[config.mk]
export PLATFORM = sky130hd
export DESIGN_NAME = fetch_stage
export DESIGN_NICKNAME = d
export VERILOG_FILES = /design/src/rtl/fetch_stage_pkg.sv /design/src/rtl/fetch_skid_buffer.sv /design/src/rtl/fetch_stage.sv
export SDC_FILE = /design/constraint.sdc
export NUM_CORES = 1
export LEC_CHECK = 0
export CAP_MARGIN = 20
export CORE_MARGIN = 1.5
export CORE_UTILIZATION = 48
export DETAILED_ROUTE_END_ITERATION = 8
export GPL_TIMING_DRIVEN = 0
export PLACE_DENSITY_LB_ADDON = 0.1
export SKIP_LAST_GASP = 1
export SLEW_MARGIN = 40
export SYNTH_ARGS = -nofsm -noshare
export SYNTH_HDL_FRONTEND = slang
export SYNTH_SLANG_ARGS = --single-unit
export TNS_END_PERCENT = 5
[constraint.sdc]
create_clock -name i_clock -period 2.21 [get_ports i_clock]
set_input_delay 0.442 -clock i_clock [delete_from_list [all_inputs] [get_ports i_clock]]
set_output_delay 0.442 -clock i_clock [all_outputs]
set_load 0.1 [all_outputs]
[src/rtl/fetch_stage_pkg.sv]
// Shared definitions for the instruction fetch stage.
// Latency: none (types, constants and pure functions only).
// Backpressure: not applicable.
package fetch_stage_pkg;

    // Default PC after reset: MIPS user text segment base.
    localparam logic [31:0] RESET_PC_DEFAULT = 32'h0040_0000;

    // NOP encoding (sll $0,$0,0); presented to decode whenever IF/ID is empty.
    localparam logic [31:0] NOP_INSTR = 32'h0000_0000;

    // RUN:  normal fetching.
    // DROP: a redirect arrived while a fetch was outstanding, so that response
    //       must be consumed and discarded before fetching the target.
    typedef enum logic {
        ST_RUN  = 1'b0,
        ST_DROP = 1'b1
    } fetch_state_t;

    // One fetched instruction together with the PC+4 that decode needs.
    typedef struct packed {
        logic [31:0] instruction;
        logic [31:0] pc_plus_four;
    } fetch_entry_t;

    // Sequential PC increment; wraps modulo 2^32.
    function automatic logic [31:0] next_seq_pc(input logic [31:0] pc);
        return pc + 32'd4;
    endfunction

    // Redirect targets are word addresses; the low two bits are ignored.
    function automatic logic [31:0] align_word(input logic [31:0] addr);
        return {addr[31:2], 2'b00};
    endfunction

endpackage

[src/rtl/fetch_skid_buffer.sv]
// One-entry holding slot for an instruction fetched while decode is stalled.
// Latency: push visible on outputs the cycle after; pop frees the slot the cycle after.
// Backpressure: o_full tells the owner to stop requesting; push+pop in one cycle reloads.
//
// Ports:
//   i_clock, i_reset               clock, synchronous active-high reset
//   i_push / i_pop / i_clear       write, consume, discard (clear has priority)
//   i_instruction, i_pc_plus_four  entry to store on push
//   o_full                         slot occupied
//   o_instruction, o_pc_plus_four  stored entry (valid while o_full)
module fetch_skid_buffer
    import fetch_stage_pkg::*;
(
    input  logic        i_clock,
    input  logic        i_reset,
    input  logic        i_push,
    input  logic        i_pop,
    input  logic        i_clear,
    input  logic [31:0] i_instruction,
    input  logic [31:0] i_pc_plus_four,
    output logic        o_full,
    output logic [31:0] o_instruction,
    output logic [31:0] o_pc_plus_four
);

    logic         r_full;
    fetch_entry_t r_entry;

    always_ff @(posedge i_clock) begin
        if (i_reset) begin
            r_full  <= 1'b0;
            r_entry <= '0;
        end else if (i_clear) begin
            r_full <= 1'b0;
        end else if (i_push) begin
            // Push with a simultaneous pop replaces the drained entry,
            // so the slot stays occupied.
            r_full               <= 1'b1;
            r_entry.instruction  <= i_instruction;
            r_entry.pc_plus_four <= i_pc_plus_four;
        end else if (i_pop) begin
            r_full <= 1'b0;
        end
    end

    assign o_full         = r_full;
    assign o_instruction  = r_entry.instruction;
    assign o_pc_plus_four = r_entry.pc_plus_four;

endmodule

[src/rtl/fetch_stage.sv]
// Instruction fetch: owns the PC, the IF/ID register and redirect squashing.
// Latency: imem transfer at N -> IF/ID at N+1; redirect at N -> target on imem_addr at N+1 (or after a drop).
// Backpressure: decode stall parks one fetch in a skid slot, then drops imem_req until unstalled.
//
// Ports:
//   i_clock, i_reset          clock, synchronous active-high reset
//   i_stall                   hazard unit: hold IF/ID
//   i_pc_src, i_jump_address  redirect request and target from decode
//   o_imem_req, o_imem_addr   fetch request and word address
//   i_imem_ready, i_imem_rdata  memory response for o_imem_addr this cycle
//   o_if_id_valid, o_if_id_instruction, o_if_id_pc_plus_four  IF/ID register to decode
module fetch_stage
    import fetch_stage_pkg::*;
#(
    parameter logic [31:0] RESET_PC = RESET_PC_DEFAULT
) (
    input  logic        i_clock,
    input  logic        i_reset,
    input  logic        i_stall,
    input  logic        i_pc_src,
    input  logic [31:0] i_jump_address,
    output logic        o_imem_req,
    output logic [31:0] o_imem_addr,
    input  logic        i_imem_ready,
    input  logic [31:0] i_imem_rdata,
    output logic        o_if_id_valid,
    output logic [31:0] o_if_id_instruction,
    output logic [31:0] o_if_id_pc_plus_four
);

    fetch_state_t r_state;
    fetch_state_t w_state_nxt;
    logic [31:0]  r_pc;
    logic [31:0]  w_pc_nxt;
    logic [31:0]  r_target;
    logic [31:0]  w_target_nxt;

    logic         r_if_id_valid;
    logic [31:0]  r_if_id_instruction;
    logic [31:0]  r_if_id_pc_plus_four;
    logic         w_if_id_valid_nxt;
    logic [31:0]  w_if_id_instruction_nxt;
    logic [31:0]  w_if_id_pc_plus_four_nxt;

    logic         w_skid_full;
    logic [31:0]  w_skid_instruction;
    logic [31:0]  w_skid_pc_plus_four;
    logic         w_skid_push;
    logic         w_skid_pop;
    logic         w_skid_clear;

    logic         w_imem_req;
    logic         w_transfer;
    logic         w_redirect;
    logic [31:0]  w_pc_plus_four;
    logic [31:0]  w_jump_target;

    // A stalled decode cannot accept a redirect; it re-presents it later.
    assign w_redirect     = i_pc_src && !i_stall;
    assign w_pc_plus_four = next_seq_pc(r_pc);
    assign w_jump_target  = align_word(i_jump_address);

    // Requests stop only while the skid slot is occupied and decode is still
    // stalled. When the stall lifts the slot drains into IF/ID this cycle, so
    // a new fetch may land in the slot behind it.
    assign w_imem_req = (r_state == ST_DROP) || !w_skid_full || !i_stall;
    assign w_transfer = w_imem_req && i_imem_ready;

    fetch_skid_buffer u_skid (
        .i_clock        (i_clock),
        .i_reset        (i_reset),
        .i_push         (w_skid_push),
        .i_pop          (w_skid_pop),
        .i_clear        (w_skid_clear),
        .i_instruction  (i_imem_rdata),
        .i_pc_plus_four (w_pc_plus_four),
        .o_full         (w_skid_full),
        .o_instruction  (w_skid_instruction),
        .o_pc_plus_four (w_skid_pc_plus_four)
    );

    always_comb begin
        w_state_nxt              = r_state;
        w_pc_nxt                 = r_pc;
        w_target_nxt             = r_target;
        w_if_id_valid_nxt        = r_if_id_valid;
        w_if_id_instruction_nxt  = r_if_id_instruction;
        w_if_id_pc_plus_four_nxt = r_if_id_pc_plus_four;
        w_skid_push              = 1'b0;
        w_skid_pop               = 1'b0;
        w_skid_clear             = 1'b0;

        case (r_state)
            ST_RUN: begin
                if (w_redirect) begin
                    // Squash everything younger than the redirecting instruction.
                    w_if_id_valid_nxt = 1'b0;
                    w_skid_clear      = 1'b1;
                    if (w_imem_req && !i_imem_ready) begin
                        // Address must stay stable until memory answers,
                        // so park the target and throw the response away.
                        w_target_nxt = w_jump_target;
                        w_state_nxt  = ST_DROP;
                    end else begin
                        w_pc_nxt = w_jump_target;
                    end
                end else begin
                    if (w_transfer) begin
                        w_pc_nxt = w_pc_plus_four;
                    end

                    if (i_stall) begin
                        // IF/ID holds; a completed fetch goes to the slot.
                        if (w_transfer) begin
                            w_skid_push = 1'b1;
                        end
                    end else if (w_skid_full) begin
                        // Oldest instruction is in the slot: it goes first.
                        w_if_id_valid_nxt        = 1'b1;
                        w_if_id_instruction_nxt  = w_skid_instruction;
                        w_if_id_pc_plus_four_nxt = w_skid_pc_plus_four;
                        w_skid_pop               = 1'b1;
                        if (w_transfer) begin
                            w_skid_push = 1'b1;
                        end
                    end else if (w_transfer) begin
                        w_if_id_valid_nxt        = 1'b1;
                        w_if_id_instruction_nxt  = i_imem_rdata;
                        w_if_id_pc_plus_four_nxt = w_pc_plus_four;
                    end else begin
                        w_if_id_valid_nxt = 1'b0;
                    end
                end
            end

            ST_DROP: begin
                w_if_id_valid_nxt = 1'b0;
                // A newer redirect supersedes the parked one, including in the
                // same cycle the discarded response arrives.
                if (w_redirect) begin
                    w_target_nxt = w_jump_target;
                end
                if (i_imem_ready) begin
                    w_pc_nxt    = w_redirect ? w_jump_target : r_target;
                    w_state_nxt = ST_RUN;
                end
            end

            default: begin
                w_state_nxt = ST_RUN;
            end
        endcase
    end

    always_ff @(posedge i_clock) begin
        if (i_reset) begin
            r_state              <= ST_RUN;
            r_pc                 <= RESET_PC;
            r_target             <= RESET_PC;
            r_if_id_valid        <= 1'b0;
            r_if_id_instruction  <= NOP_INSTR;
            r_if_id_pc_plus_four <= '0;
        end else begin
            r_state              <= w_state_nxt;
            r_pc                 <= w_pc_nxt;
            r_target             <= w_target_nxt;
            r_if_id_valid        <= w_if_id_valid_nxt;
            r_if_id_instruction  <= w_if_id_instruction_nxt;
            r_if_id_pc_plus_four <= w_if_id_pc_plus_four_nxt;
        end
    end

    assign o_imem_req           = w_imem_req;
    assign o_imem_addr          = r_pc;
    assign o_if_id_valid        = r_if_id_valid;
    // Squashed or empty slots must look like a NOP to the decoder.
    assign o_if_id_instruction  = r_if_id_valid ? r_if_id_instruction : NOP_INSTR;
    assign o_if_id_pc_plus_four = r_if_id_pc_plus_four;

endmodule
# Word level (Yosys, flattened, before mapping)
# Cells that the tools add are included.
[op_classes]
n_mux = 34
n_reduce_logical = 15
eq_ne = 6
n_bitwise = 4
n_addsub = 1
[op_table]
columns = ["cell", "n"]
rows = [
  ["$mux 32", 11],
  ["$pmux 32 s2", 2],
  ["$add 32x3->32 const B", 1],
  ["$mux 1", 19],
  ["$ne 3x3->1 const B", 3],
  ["$ne 2x2->1 const B", 3],
  ["$not 1->1", 4],
  ["$pmux 1 s2", 2],
  ["$reduce_and 2->1", 2],
  ["$reduce_and 4->1", 1],
  ["$reduce_bool 2->1", 2],
  ["$logic_and 1x1->1", 3],
  ["$logic_not 1->1", 3],
  ["$reduce_and 3->1", 1],
  ["$logic_or 1x1->1", 2],
  ["$reduce_or 2->1", 1],
]
[totals]
out_inout_bits = 98
inputBits = 69
register_bits = 195

# Logic depth before layout (Yosys ltp)
# Gate-level depths: netlist of the first run.
[depth]
ltp_word = 10
ltp_mapped = 9
mapped_depth_nobuf = 6

# Cells and area by module
# Synthesis of the first run repeated with hierarchy kept, for this count alone.
[unflattened]
hier_cells = 1171
hier_area_um2 = 10049.6
[by_module_without_submodules]
columns = ["mod", "cells_each", "area_per_inst_um2", "instances"]
rows = [
  ["fetch_stage", 875, 6781.5, 1],
  ["fetch_skid_buffer", 296, 3268.1, 1],
]

# Worst setup path after synthesis of the first run
# OpenSTA, ideal clock, no wires.
[synth_path]
path_type = "register to register"
startpoint = "register r_pc[2], in the netlist o_imem_addr[2]"
endpoint = "register u_skid.r_entry, in the netlist u_skid.o_pc_plus_four[24]"
slack_ns = -0.702
arrival_time_ns = 2.780
n_path_buf = 1
t_required_ns = 2.078
period_less_slack_ns = 2.912
stages_incl_launch_ff = 8
path_cell_list = "dfxtp_1 > ha_1 > nand4_2 > or4_1 > buf_4 > o31a_1 > nor3_1 > nor3_1"
[synth_via]
elab_chain_cells = 1
[synth_rtl]
columns = ["item", "line", "rtl"]
rows = [
  ["from (decl)", "fetch_stage.sv:33", "logic [31:0] r_pc;"],
  ["from (signal assigned)", "fetch_stage.sv:165", "r_pc <= w_pc_nxt;"],
  ["$add 32x3->32", "fetch_stage_pkg.sv:28", "return pc + 32'd4;"],
  ["to (decl)", "fetch_skid_buffer.sv:27", "fetch_entry_t r_entry;"],
]
# Every way passes these cells.
# A chain may end at the register's enable or synchronous reset.

# Worst setup path after layout of the first run
[layout_path]
startpoint = "register r_pc[16], in the netlist o_imem_addr[16]"
endpoint = "register r_pc[27], in the netlist o_imem_addr[27]"
[layout_via]
elab_chain_cells = 4
[layout_rtl]
columns = ["item", "line", "rtl"]
rows = [
  ["$add 32x3->32", "fetch_stage_pkg.sv:28", ""],
  ["$mux 32", "fetch_stage.sv:108", "if (w_transfer) begin"],
  ["$mux 32", "fetch_stage.sv:95", "if (w_redirect) begin"],
  ["$pmux 32 s2", "fetch_stage.sv:93", "case (r_state)"],
]
# Every way passes these cells. The select of a mux whose other input is x is not followed.

==> flow_summary.yaml, run 1 <==
routing:
  ant_nets: 0
  drtPass1Iterations: 7
  wl_mm: 30.3
  post_drt_wl_per_cell_um: 19.2
  dr.first_iter.drc_count: 1025
  vias: 9229
  viasPerCell: 5.84
  drcViolationCount: 0
power_and_ir_drop:
  p_per_area_mw_per_mm2: 750
  irDropWorstVdd_v: 0.000561
  total_power_mw: 8.46
  p_leak_nw: 4.20
clocking:
  hold_buffers: 0
  clk_latency_ps: 440
  clockBufferDepth: 2
  clk_pin_slew_worst_paths_ps: 80
  cts_tree: "done"
  clockRootBuffer: "clkbuf_16"
  htreeDepth: 4
  cts_made_buffers: 17
  cts_sinks: 195
critical_path:
  cpMostUsedCell: "nand4_2"
  endpoint_kind: "register"
  cp_data_arrival_time_ps: 2740
  ff2ff_path_depth: 6
  crit_chain: "buf_2 > nand4_2 > nor4_4 > nand4_2 > or4_1 > a31oi_1"
  cp_slowest_cell: "or4_1"
  path_class: "reg -> reg"
  worstSetupStartpointType: "register"
  cp_max_fo: 9
  crit_required_ps: 2570
  cp_slowest_stage_delay_ps: 560
sta:
  period_share_pct: 108
  relSlewSlack_pct: 46.0
  fmax_mhz: 420
  drv_slew: 0
  worst_slew_pin_slew_ps: 811
  final_hold_viol_count: 0
  setup_viol: 50
  layout_min_cycle_time_ps: 2380
  setup_slack_ps: -173
  rsz0062_at_grt: "yes"
  skew_ps: 12.1
layout:
  fillers: 1720
  nets: 1402
  synthToLayoutAreaGrowth_pct: 23.4
  final_common_cell: "nand2_1"
  finish.utilization_pct: 60.3
  fin_cells: 1579
  multi_input_area_mm2: 0.00481
  seqCellArea_mm2: 0.00396
  drive_gt1_share_pct: 15.4
  diodes: 0
  final_cell_mix: "nand2_1, dfxtp_1, buf_2"
hold_path:
  hp-class: "in -> reg"
  worstHoldPathCells: 3
synthesis:
  synth.avg_cell_area_um2: 7.94
  syn-num-nets: 1221
  synth_cells: 1151
  ys_types: 60
  synth_area_mm2: 0.00914
  synth_top_area_cell: "dfxtp_1"
  synthTopCellsByArea: "dfxtp_1, nand2_1, a21oi_1, a211oi_1, mux2i_1"
  ys_ff_latch: 195
  async_reset_ff_share_pct: 0
  yosys_warnings: 0
  ys.flop_type: "dfxtp_1"
  synth-seq-area-share_pct: 42.7
  synth_edf_count: 0
  netlist.area_leader.share_pct: 42.7
placement:
  io_buffer_count: 161
  pre_cts_slack_ps: -816
  hpwl_mm: 22.6
  gp_congestion: 0.946
  placedCellCount: 1546
floorplanning:
  io_pins: 167
  die_h_um: 141
  core-area_mm2: 0.0187
  start_util_pct: 48.9
  rows: 50
  die-area_mm2: 0.0199
  die_x_um: 141
global_route:
  gr-total-overflow: 0
  antenna_found_initial: 0
  grt_use_total_pct: 30.5
  grt_max_degree: 20
  grt_pass1_wl_mm: 46.8
  grt_pass1_vias: 8234
flow_run:
  cap_violations: 0
status:
  status: "complete, but fails checks"
  violations: "setup timing"
-- sequential cells by signal, summed over array words and instances, names as in the netlist --
signal                 count
o_if_id_valid              1
r_if_id_instruction       32
u_skid.o_full              1
r_target                  32
o_imem_addr               32
u_skid.o_pc_plus_four     32
u_skid.o_instruction      32
r_state                    1
o_if_id_pc_plus_four      32
-- report_power, final --
part | internal [mW] | switching (mW)
Combinational | 0.424 | 1.05
Clock | 1.62 | 1.55
Sequential | 3.68 | 0.131
-- area by class of cell --
type | count | share of cell area [%]
inverter | 12 | 0.399
clock inverter | 14 | 1.47
clock buffer | 18 | 3.80
tap | 234 | 2.59
multi-input combinational | 840 | 42.6
buffer | 104 | 4.03
timing repair buffer | 162 | 10.0
sequential | 195 | 35.1
-- metal layers --
metal | wire length [µm] | track usage (%)
met1 | 14200 | 44.2
met5 | 0 | 0
met2 | 13100 | 46.2
met4 | 799 | 11.2
met3 | 2240 | 4.14
-- synthesized netlist by cell type, drive strengths merged, types with 2 or more instances --
library cell / number
a32oi: 3
o31a: 6
a31o: 2
nor2: 101
or3: 2
nand3: 40
nand2: 210
nor3: 31
xor2: 5
a32o: 2
buf: 25
clkbuf: 79
a22o: 5
a31oi: 20
inv: 11
a211oi: 62
and4: 5
nand2b: 8
o31ai: 6
o32ai: 7
dfxtp: 195
o211ai: 8
o21a: 9
a22oi: 2
a21oi: 109
o21ai: 39
and2: 36
nor4: 14
xnor2: 14
or4: 4
and3: 12
a221oi: 2
nor2b: 6
nand4: 16
mux2i: 40
-- cells by family after synthesis --
kind of cell / Yosys count / share of synthesized area (%)
compound gates: 292 / 20.2
xor+xnor: 19 / 1.82
fa+ha+maj: 1 / 0.137
buf+inv: 116 / 5.08
flops: 195 / 42.7
mux: 41 / 4.50
simple gates: 487 / 25.6
-- what timing repair did --
item                                    in CTS  in global routing
pin swaps                                    0                  1
setup buffers                                0                  1
gates resized for setup                      3                  9
endpoints found under the setup margin      90                153
-- through the flow --
step	hold WS, ps	area [µm²]	TNS, ps
after CTS	323	11300	-6950
after global routing	328	11300	-10590
after global placement	437	11100	-89030
after detailed placement	443	10700	-77840
final	328	11300	-1460
after floorplan	431	9240	-5670
-- path summary, 6_finish.rpt --
| kind | slack [ps] | startpoint | end |
|---|---|---|---|
| worst max-delay path | -170 | o_imem_addr[16] | o_imem_addr[27] |
| worst min-delay path | 330 | i_stall | o_if_id_valid |
| worst max register to register | -170 | o_imem_addr[16] | o_imem_addr[27] |
| worst min register to register | 450 | o_if_id_pc_plus_four[7] | o_if_id_pc_plus_four[7] |
-- critical path: cells and delay by family (launching register included) --
kind	cells	cell delay (ps)
and+or+nand+nor	4	1540
buffers and inverters	1	240
AOI/OAI and AO/OA	1	170
DFF	1	350
Note: power is estimated with default switching activity, not from simulation.
==> run 2, diff against run 1 <==
--- a/config.mk
+++ b/config.mk
@@ -6,11 +6,12 @@
 export NUM_CORES = 1
 export LEC_CHECK = 0
 export CAP_MARGIN = 20
-export CORE_MARGIN = 1.5
+export CORE_MARGIN = 2
 export CORE_UTILIZATION = 48
 export DETAILED_ROUTE_END_ITERATION = 8
 export GPL_TIMING_DRIVEN = 0
-export PLACE_DENSITY_LB_ADDON = 0.1
+export MAX_ROUTING_LAYER = met4
+export PLACE_DENSITY = 0.78
 export SKIP_LAST_GASP = 1
 export SLEW_MARGIN = 40
 export SYNTH_ARGS = -nofsm -noshare
==> flow_summary.yaml, run 2 (synthesized netlist as in run 1, its figures left out) <==
status:
  status: "complete, but fails checks"
  violations: "setup timing"
clocking:
  cts_tree: "done"
  cts_made_buffers: 17
  clk_latency_ps: 450
  clockRootBuffer: "clkbuf_16"
  clk_pin_slew_worst_paths_ps: 70
  cts_sinks: 195
  clockBufferDepth: 2
  htreeDepth: 4
routing:
  drcViolationCount: 0
  viasPerCell: 5.91
  wl_mm: 30.4
  drtPass1Iterations: 6
  post_drt_wl_per_cell_um: 19.3
  ant_nets: 0
  dr.first_iter.drc_count: 1179
  vias: 9325
power_and_ir_drop:
  irDropWorstVdd_v: 0.000604
  p_per_area_mw_per_mm2: 754
  p_leak_nw: 4.21
flow_run:
  cap_violations: 0
sta:
  rsz0062_at_grt: "yes"
  final_hold_viol_count: 0
  worst_slew_pin_slew_ps: 799
  drv_slew: 0
  setup_slack_ps: -67.1
  timing.hold.ws_ps: 323
  fmax_mhz: 439
  tns_ps: -650
  layout_min_cycle_time_ps: 2280
  period_share_pct: 103
  skew_ps: 10.1
  relSlewSlack_pct: 46.7
  setup_viol: 20
critical_path:
  rrSetupSlack_ps: -60
  cp_max_fo: 10
  cp_data_arrival_time_ps: 2610
  crit_required_ps: 2550
  endpoint_kind: "register"
  worstSetupStartpointType: "input port"
  path_class: "in -> reg"
hold_path:
  hp-class: "in -> reg"
layout:
  fillers: 1671
  nets: 1401
  synthToLayoutAreaGrowth_pct: 23.9
  final_cell_mix: "nand2_1, dfxtp_1, a21oi_1"
  final_common_cell: "nand2_1"
  fin_cells: 1578
  finish.utilization_pct: 60.5
  drive_gt1_share_pct: 15.5
  diodes: 0
floorplanning:
  core-area_mm2: 0.0187
  start_util_pct: 48.9
  rows: 50
  io_pins: 167
  die_h_um: 142
  die-area_mm2: 0.0202
  die_x_um: 142
global_route:
  grt_use_total_pct: 30.8
  antenna_found_initial: 0
  gr-total-overflow: 0
  grt_max_degree: 20
  grt_pass1_vias: 8375
  grt_pass1_wl_mm: 46.6
placement:
  io_buffer_count: 161
  gp_congestion: 0.964
  placedCellCount: 1546
  hpwl_mm: 22.6
## run 2: changes by cell type in the layout (fill, tap and decap cells not counted), sizes merged
| cell | previous run | this run |
|---|---|---|
| buf | 121 | 116 |
| clkinv | 4 | 8 |
| inv | 19 | 15 |
| clkbuf | 100 | 103 |
| bufinv | 1 | 2 |
## run 2: critical path: stages
cell and delay (ps):
clkdlybuf4s50_1 610, nor2b_1 220, clkbuf_1 310, buf_2 330
buf_2 310, a21oi_1 110, a211oi_1 280
## run 2: path summary, 6_finish.rpt
path         depth (start not counted)                        to                    start
max reg2reg                          6  o_if_id_pc_plus_four[23]           o_imem_addr[4]
max                                  7           o_imem_addr[11]                 i_pc_src
min                                  3             o_if_id_valid                  i_stall
min reg2reg                          2   o_if_id_pc_plus_four[7]  o_if_id_pc_plus_four[7]
## run 2: timing repair
item                                   in CTS  in global routing
setup endpoints to repair                  78                138
endpoints found under the hold margin       0                  0
hold buffers                                0                  0
gates resized for setup                     4                 19
pin swaps                                   0                  1
setup buffers                               0                  0
## run 2: layout make-up
| class | instances | area, µm² | share of cell area [%] |
|---|---|---|---|
| Tap cell | 234 | 293 | 2.59 |
| Buffer | 104 | 457 | 4.03 |
| Clock buffer | 17 | 425 | 3.76 |
| Inverter | 12 | 45.0 | 0.398 |
| Clock inverter | 15 | 199 | 1.76 |
| Multi-Input combinational cell | 840 | 4810 | 42.5 |
| Sequential cell | 195 | 3960 | 35.0 |
| Timing Repair Buffer | 161 | 1140 | 10.0 |
## run 2: stage by stage
step                      power [mW]  worst slack, ps  cell area, µm²
after floorplan                 4.86             -236            9240
after global placement          5.35             -927           11100
after detailed placement        5.33             -844           10700
after CTS                       8.52             -115           11300
after global routing            8.80             -141           11300
final                           8.53            -67.1           11300
## run 2: power breakdown
group | total, mW | internal [mW] | switching [mW]
clock | 3.25 | 1.73 | 1.53
sequential | 3.81 | 3.68 | 0.131
combinational | 1.47 | 0.424 | 1.04
total | 8.53 | 5.83 | 2.70
## run 2: layer usage
layer  track usage, %  part of all wire (%)  up-vias  wire length [µm]
met2             47.4                    46      485             14000
met4             9.79                   2.0        0               609
met5                -                     0        -                 0
li1                 -                     -     4421                 -
met1             41.6                    43     4376             13200
met3             4.88                   8.7       43              2650
